--- src/rtl/wb_burst_master.sv ---
// Wishbone B4 incrementing-burst master: a command starts a 1..16 beat read or write burst.
// A three-state FSM (IDLE/BURST/DONE) registers every bus output and ends with a done/status pulse.
module wb_burst_master #(
  parameter int TIMEOUT = 256
) (
  input  logic        wb_clk,
  input  logic        wb_rst,
  input  logic        cmd_valid,
  output logic        cmd_ready,
  input  logic        cmd_we,
  input  logic [31:0] cmd_addr,
  input  logic [3:0]  cmd_len,
  input  logic [3:0]  cmd_sel,
  input  logic [31:0] wdata,
  input  logic        wdata_valid,
  output logic        wdata_ready,
  output logic [31:0] rdata,
  output logic        rdata_valid,
  output logic        done,
  output logic [1:0]  status,
  output logic [4:0]  beats_done,
  output logic [31:0] m_wb_adr_o,
  output logic [3:0]  m_wb_sel_o,
  output logic        m_wb_we_o,
  output logic [31:0] m_wb_dat_o,
  output logic        m_wb_cyc_o,
  output logic        m_wb_stb_o,
  output logic [2:0]  m_wb_cti_o,
  output logic [1:0]  m_wb_bte_o,
  input  logic [31:0] m_wb_dat_i,
  input  logic        m_wb_ack_i,
  input  logic        m_wb_err_i,
  output logic [1:0]  dbg_state
);

  typedef enum logic [1:0] {
    S_IDLE  = 2'd0,
    S_BURST = 2'd1,
    S_DONE  = 2'd2
  } state_t;

  localparam logic [15:0] TO_LAST = 16'(TIMEOUT - 1);

  state_t      state_q, state_d;
  logic [31:0] base_q, base_d;
  logic [3:0]  len_q, len_d;
  logic [4:0]  issued_q, issued_d;
  logic [4:0]  beats_q, beats_d;
  logic [15:0] tcnt_q, tcnt_d;
  logic [1:0]  status_q, status_d;
  logic [31:0] rdata_q, rdata_d;
  logic        rdata_valid_q, rdata_valid_d;
  logic [31:0] adr_q, adr_d;
  logic [3:0]  sel_q, sel_d;
  logic        we_q, we_d;
  logic [31:0] dat_q, dat_d;
  logic        cyc_q, cyc_d;
  logic        stb_q, stb_d;
  logic [2:0]  cti_q, cti_d;

  logic ack_v, err_v, load, abort;

  // Handshakes: a command is taken on a cycle with cmd_valid && cmd_ready; a write word is
  // taken on a cycle with wdata_valid && wdata_ready; rdata_valid is a strobe with no stall.
  assign cmd_ready = (state_q == S_IDLE) && !wb_rst;

  always_comb begin
    state_d       = state_q;
    base_d        = base_q;
    len_d         = len_q;
    issued_d      = issued_q;
    beats_d       = beats_q;
    tcnt_d        = tcnt_q;
    status_d      = status_q;
    rdata_d       = rdata_q;
    rdata_valid_d = 1'b0;
    adr_d         = adr_q;
    sel_d         = sel_q;
    we_d          = we_q;
    dat_d         = dat_q;
    cyc_d         = cyc_q;
    stb_d         = stb_q;
    cti_d         = cti_q;
    wdata_ready   = 1'b0;
    load          = 1'b0;
    abort         = 1'b0;
    // Responses only count while a strobe is outstanding.
    ack_v         = stb_q && m_wb_ack_i;
    err_v         = stb_q && m_wb_err_i;

    case (state_q)
      S_IDLE: begin
        if (cmd_valid && cmd_ready) begin
          state_d  = S_BURST;
          base_d   = cmd_addr & 32'hFFFF_FFFC;
          len_d    = cmd_len;
          we_d     = cmd_we;
          sel_d    = cmd_sel;
          issued_d = 5'd0;
          beats_d  = 5'd0;
          tcnt_d   = 16'd0;
          status_d = 2'b00;
          cyc_d    = 1'b1;
        end
      end
      S_BURST: begin
        if (err_v) begin
          abort    = 1'b1;
          status_d = 2'b01;
        end else if (stb_q && !ack_v && tcnt_q == TO_LAST) begin
          abort    = 1'b1;
          status_d = 2'b10;
        end else begin
          if (ack_v) begin
            beats_d = beats_q + 5'd1;
            if (!we_q) begin
              rdata_d       = m_wb_dat_i;
              rdata_valid_d = 1'b1;
            end
          end
          if (ack_v && beats_q == {1'b0, len_q}) begin
            state_d = S_DONE;
            cyc_d   = 1'b0;
            stb_d   = 1'b0;
            we_d    = 1'b0;
            sel_d   = 4'd0;
            cti_d   = 3'b000;
          end else begin
            load = (issued_q <= {1'b0, len_q}) && (!stb_q || ack_v) && (!we_q || wdata_valid);
            if (load) begin
              stb_d       = 1'b1;
              adr_d       = base_q + {25'd0, issued_q, 2'b00};
              issued_d    = issued_q + 5'd1;
              tcnt_d      = 16'd0;
              wdata_ready = we_q;
              if (we_q) dat_d = wdata;
              if (len_q == 4'd0)                    cti_d = 3'b000;
              else if (issued_q == {1'b0, len_q})   cti_d = 3'b111;
              else                                  cti_d = 3'b010;
            end else if (ack_v) begin
              stb_d  = 1'b0;
              tcnt_d = 16'd0;
            end else if (stb_q) begin
              tcnt_d = tcnt_q + 16'd1;
            end
          end
        end
        if (abort) begin
          state_d = S_DONE;
          cyc_d   = 1'b0;
          stb_d   = 1'b0;
          we_d    = 1'b0;
          sel_d   = 4'd0;
          cti_d   = 3'b000;
        end
      end
      S_DONE: begin
        state_d = S_IDLE;
      end
      default: begin
        state_d = S_IDLE;
      end
    endcase
  end

  always_ff @(posedge wb_clk or posedge wb_rst) begin
    if (wb_rst) begin
      state_q       <= S_IDLE;
      base_q        <= 32'd0;
      len_q         <= 4'd0;
      issued_q      <= 5'd0;
      beats_q       <= 5'd0;
      tcnt_q        <= 16'd0;
      status_q      <= 2'b00;
      rdata_q       <= 32'd0;
      rdata_valid_q <= 1'b0;
      adr_q         <= 32'd0;
      sel_q         <= 4'd0;
      we_q          <= 1'b0;
      dat_q         <= 32'd0;
      cyc_q         <= 1'b0;
      stb_q         <= 1'b0;
      cti_q         <= 3'b000;
    end else begin
      state_q       <= state_d;
      base_q        <= base_d;
      len_q         <= len_d;
      issued_q      <= issued_d;
      beats_q       <= beats_d;
      tcnt_q        <= tcnt_d;
      status_q      <= status_d;
      rdata_q       <= rdata_d;
      rdata_valid_q <= rdata_valid_d;
      adr_q         <= adr_d;
      sel_q         <= sel_d;
      we_q          <= we_d;
      dat_q         <= dat_d;
      cyc_q         <= cyc_d;
      stb_q         <= stb_d;
      cti_q         <= cti_d;
    end
  end

  assign done        = (state_q == S_DONE);
  assign status      = status_q;
  assign beats_done  = beats_q;
  assign rdata       = rdata_q;
  assign rdata_valid = rdata_valid_q;
  assign m_wb_adr_o  = adr_q;
  assign m_wb_sel_o  = sel_q;
  assign m_wb_we_o   = we_q;
  assign m_wb_dat_o  = dat_q;
  assign m_wb_cyc_o  = cyc_q;
  assign m_wb_stb_o  = stb_q;
  assign m_wb_cti_o  = cti_q;
  assign m_wb_bte_o  = 2'b00;
  assign dbg_state   = state_q;

endmodule
--- config.mk ---
export PLATFORM = sky130hd
export DESIGN_NAME = wb_burst_master
export DESIGN_NICKNAME = d
export VERILOG_FILES = /design/src/rtl/wb_burst_master.sv
export SDC_FILE = /design/constraint.sdc
export NUM_CORES = 1
export LEC_CHECK = 0
export ABC_AREA = 1
export CAP_MARGIN = 20
export CORE_MARGIN = 3
export CORE_UTILIZATION = 40
export CTS_CLUSTER_SIZE = 12
export DETAILED_ROUTE_END_ITERATION = 7
export PLACE_DENSITY_LB_ADDON = 0.15
export SYNTH_ARGS = -nofsm -noshare
export SYNTH_HDL_FRONTEND = slang
export SYNTH_SLANG_ARGS = --single-unit
--- constraint.sdc ---
create_clock -name wb_clk -period 12.7 [get_ports wb_clk]
set_clock_uncertainty 0.2 [all_clocks]
set_input_delay 2.54 -clock wb_clk [delete_from_list [all_inputs] [get_ports wb_clk]]
set_output_delay 2.54 -clock wb_clk [all_outputs]
set_load 0.01 [all_outputs]
==> flow_summary.json <==
{
  "status": "finished, final reports clean",
  "tightest_slew_ps": 958,
  "drc_errors": 0,
  "hold_path_startpoint": "m_wb_adr_o[8]$_DFFE_PP0P_",
  "rr_worst_depth": 10,
  "grt_usage_pct": 20.2,
  "finalSetupViolations": 0,
  "p_int_uw": 846,
  "die_h_um": 152,
  "drv_slew": 0,
  "synth_top_cell_area_share_pct": 49.6,
  "cts_tree": "built",
  "antenna_found_initial": 1,
  "fmax_mhz": 121,
  "cp-start-kind": "primary input",
  "crit_top_cell": "clkdlybuf4s50_1",
  "grt_overflow_total": 0,
  "cts_buffer_depth": 2,
  "stdcell_area_mm2": 0.0115,
  "row_count": 52,
  "hold_viol": 0,
  "p_switching_uw": 261,
  "yosysWarningCount": 0,
  "p_sw_share_pct": 23.6,
  "cts_htree_levels": 4,
  "syn_to_final_growth_pct": 35.3,
  "async_flop_share_pct": 100,
  "sequentialPowerShare_pct": 48.3,
  "synth_ff_type": "dfrtp_1",
  "synth.area.top_cells": "dfrtp_1, nand2_1, nand3_1",
  "final_nets": 1431,
  "hold_buffers": 0,
  "viasPerCell": 4.77,
  "wl_per_cell_um": 14.4,
  "ir_drop_mv": 0.0856,
  "nFillCells": 1958,
  "drive_gt1_share_pct": 5.00,
  "seq_area_frac_synth_pct": 49.6,
  "holdCritPathClass": "reg -> reg",
  "critPathMaxFanout": 36,
  "postLayoutCoreUtil_pct": 55.9,
  "critPathSlowestCell": "clkdlybuf4s50_1",
  "drt_iter0_drc": 517,
  "cts-resized-gates": 0,
  "placed_area_mm2": 0.0109,
  "p_leak_nw": 5.82,
  "clock_sinks": 168,
  "syn_area_mm2": 0.00847,
  "initial_core_util_pct": 41.3,
  "cts_root_buffer": "clkbuf_16",
  "die_area_mm2": 0.0230,
  "min_period_ps": 8240,
  "p_total_mw": 1.11,
  "whs_path_depth": 2,
  "worstPathCellList": "clkdlybuf4s50_1 > nor2_2 > inv_1 > o21ai_2 > a21oi_4 > nand2_4 > nor2_8 > inv_2 > nor2_1 > clkdlybuf4s50_1",
  "place_congestion": 0.893,
  "power.density_mw_per_mm2": 96.6,
  "finalSetupTns_ps": 0,
  "grt_pass1_wl_mm": 36.8,
  "path_clk_slew_ps": 70,
  "grt_max_degree": 64,
  "placedCellCount": 1558,
  "period_share_pct": 64.9,
  "cp.buffers_inverters": 4,
  "synth_commonest_cells": "nand2_1, dfrtp_1, inv_1",
  "yosysMostFrequentCell": "nand2_1",
  "synth_edf_count": 0,
  "r2r-end": "m_wb_adr_o[9]$_DFFE_PP0P_",
  "path_delay_family": "buffers and inverters",
  "detail-route-antenna-nets": 0,
  "drt_pre_antenna_iters": 5,
  "arrival_ps": 5500,
  "avgSynthCellArea_um2": 7.72,
  "holdPathEnd": "m_wb_adr_o[8]$_DFFE_PP0P_",
  "port_buffers": 225,
  "r2r-start": "issued_q[3]$_DFFE_PP0P_",
  "clk_latency_ps": 420,
  "insertedDiodeCount": 0,
  "reg2reg_slack_ps": 9570,
  "slowest_delay_ps": 570,
  "synth_cell_type_count": 41,
  "pwr-share-clk_pct": 47.6,
  "synth_seq_cells": 168,
  "post_cts_buffers": 0,
  "syn_inst": 1097,
  "vias": 7581,
  "critical_path_required_ps": 9960,
  "dp.final_hpwl_mm": 16.6,
  "rsz0062_at_grt": "no",
  "wirelength_mm": 22.9,
  "worstSetupPathType": "in -> out",
  "die_w_um": 152,
  "first_global_vias": 7246,
  "p_comb_share_pct": 4.1,
  "cts_buffers": 17,
  "slew_headroom_pct": 36.0,
  "num_io_pins": 232,
  "coreArea_mm2": 0.0205,
  "maxCapViolCount": 0,
  "cp-end-kind": "primary output",
  "yosysTopAreaCell": "dfrtp_1",
  "instances_no_fill": 1590
}
[how the worst max path moves through the flow]
| stage | start | slack [ps] | depth (start not counted) | end |
|---|---|---|---|---|
| after floorplan | wb_rst | 4830 | 9 | tcnt_q[0]$_DFFE_PP0P_ |
| after global placement | m_wb_ack_i | 4450 | 10 | wdata_ready |
| after detailed placement | m_wb_ack_i | 4400 | 10 | wdata_ready |
| after CTS | m_wb_ack_i | 4400 | 10 | wdata_ready |
| after global routing | m_wb_ack_i | 4280 | 10 | wdata_ready |
| final | m_wb_ack_i | 4460 | 10 | wdata_ready |
[registers in the layout (all words and copies together), names as in the netlist]
register / cells
m_wb_dat_o: 32
rdata: 32
base_q: 30
m_wb_adr_o: 30
tcnt_q: 16
beats_done: 5
issued_q: 5
len_q: 4
m_wb_sel_o: 4
dbg_state: 2
m_wb_cti_o: 2
status: 2
m_wb_cyc_o: 1
m_wb_stb_o: 1
m_wb_we_o: 1
rdata_valid: 1
[layout make-up]
| type | instances | area [µm²] | area share [%] |
|---|---|---|---|
| inverter | 83 | 317 | 2.76 |
| timing repair buffer | 228 | 2270 | 19.8 |
| tap | 270 | 338 | 2.95 |
| sequential | 168 | 4200 | 36.7 |
| clock buffer | 17 | 425 | 3.71 |
| multi-input combinational | 809 | 3720 | 32.5 |
| clock inverter | 15 | 180 | 1.57 |
[cells in the final DEF (no fill, tap or decap), types with 3 or more instances in the layout]
cell	count
nand3_1	75
inv_1	75
xnor2_1	4
nor3b_1	3
xor2_1	20
o21ai_1	7
clkdlybuf4s50_1	225
clkbuf_16	17
o21ai_0	64
ha_1	12
a21oi_1	8
inv_8	3
or2_2	3
nand2_1	488
inv_2	6
conb_1	4
dfrtp_1	168
nor2_1	62
buf_4	3
nand3_2	6
clkinv_8	3
nor3_1	19
inv_6	5
nand4_1	12
[metal layers]
layer  vias up  GRT usage (%)  wire (µm)
li1       3866              -          -
met1      3494           27.0      10400
met2       200           32.6      10600
met3        19           6.25       1690
met4         2           4.18        195
met5         -              0          9
[worst register-to-register path, cell delays in order (launching register included)]
cell and delay [ps]:
dfrtp_1 460, ha_1 330, inv_1 40, nor2_1 140, nand3_2 150, a21oi_4 300
nand2_4 300, nor2_8 480, inv_2 390, nand2_1 170, nand2_1 60
[power by group through the flow]
stage / clock (mW) / combinational [mW] / sequential, mW
final: 0.528 / 0.0452 / 0.535
after global routing: 0.562 / 0.0494 / 0.534
after CTS: 0.540 / 0.0465 / 0.535
after detailed placement: 0 / 0.0462 / 0.545
after global placement: 0 / 0.0461 / 0.545
after floorplan: 0 / 0.00925 / 0.545
[kinds of logic after synthesis]
| group | share of synthesized area [%] |
|---|---|
| AOI/OAI and AO/OA | 5.36 |
| xor gates and xnor gates | 2.48 |
| and+or+nand+nor | 33.9 |
| other | 0.0443 |
| buffers and inverters | 6.54 |
| DFF | 49.6 |
| adders and majority gates | 2.01 |
[through the flow]
stage	hold WS (ps)	worst slack [ps]
floorplan	255	4830
global placement	253	4450
detailed placement	257	4400
CTS	275	4400
global route	286	4280
finish	271	4460
Power figures use the tool's default switching activity.
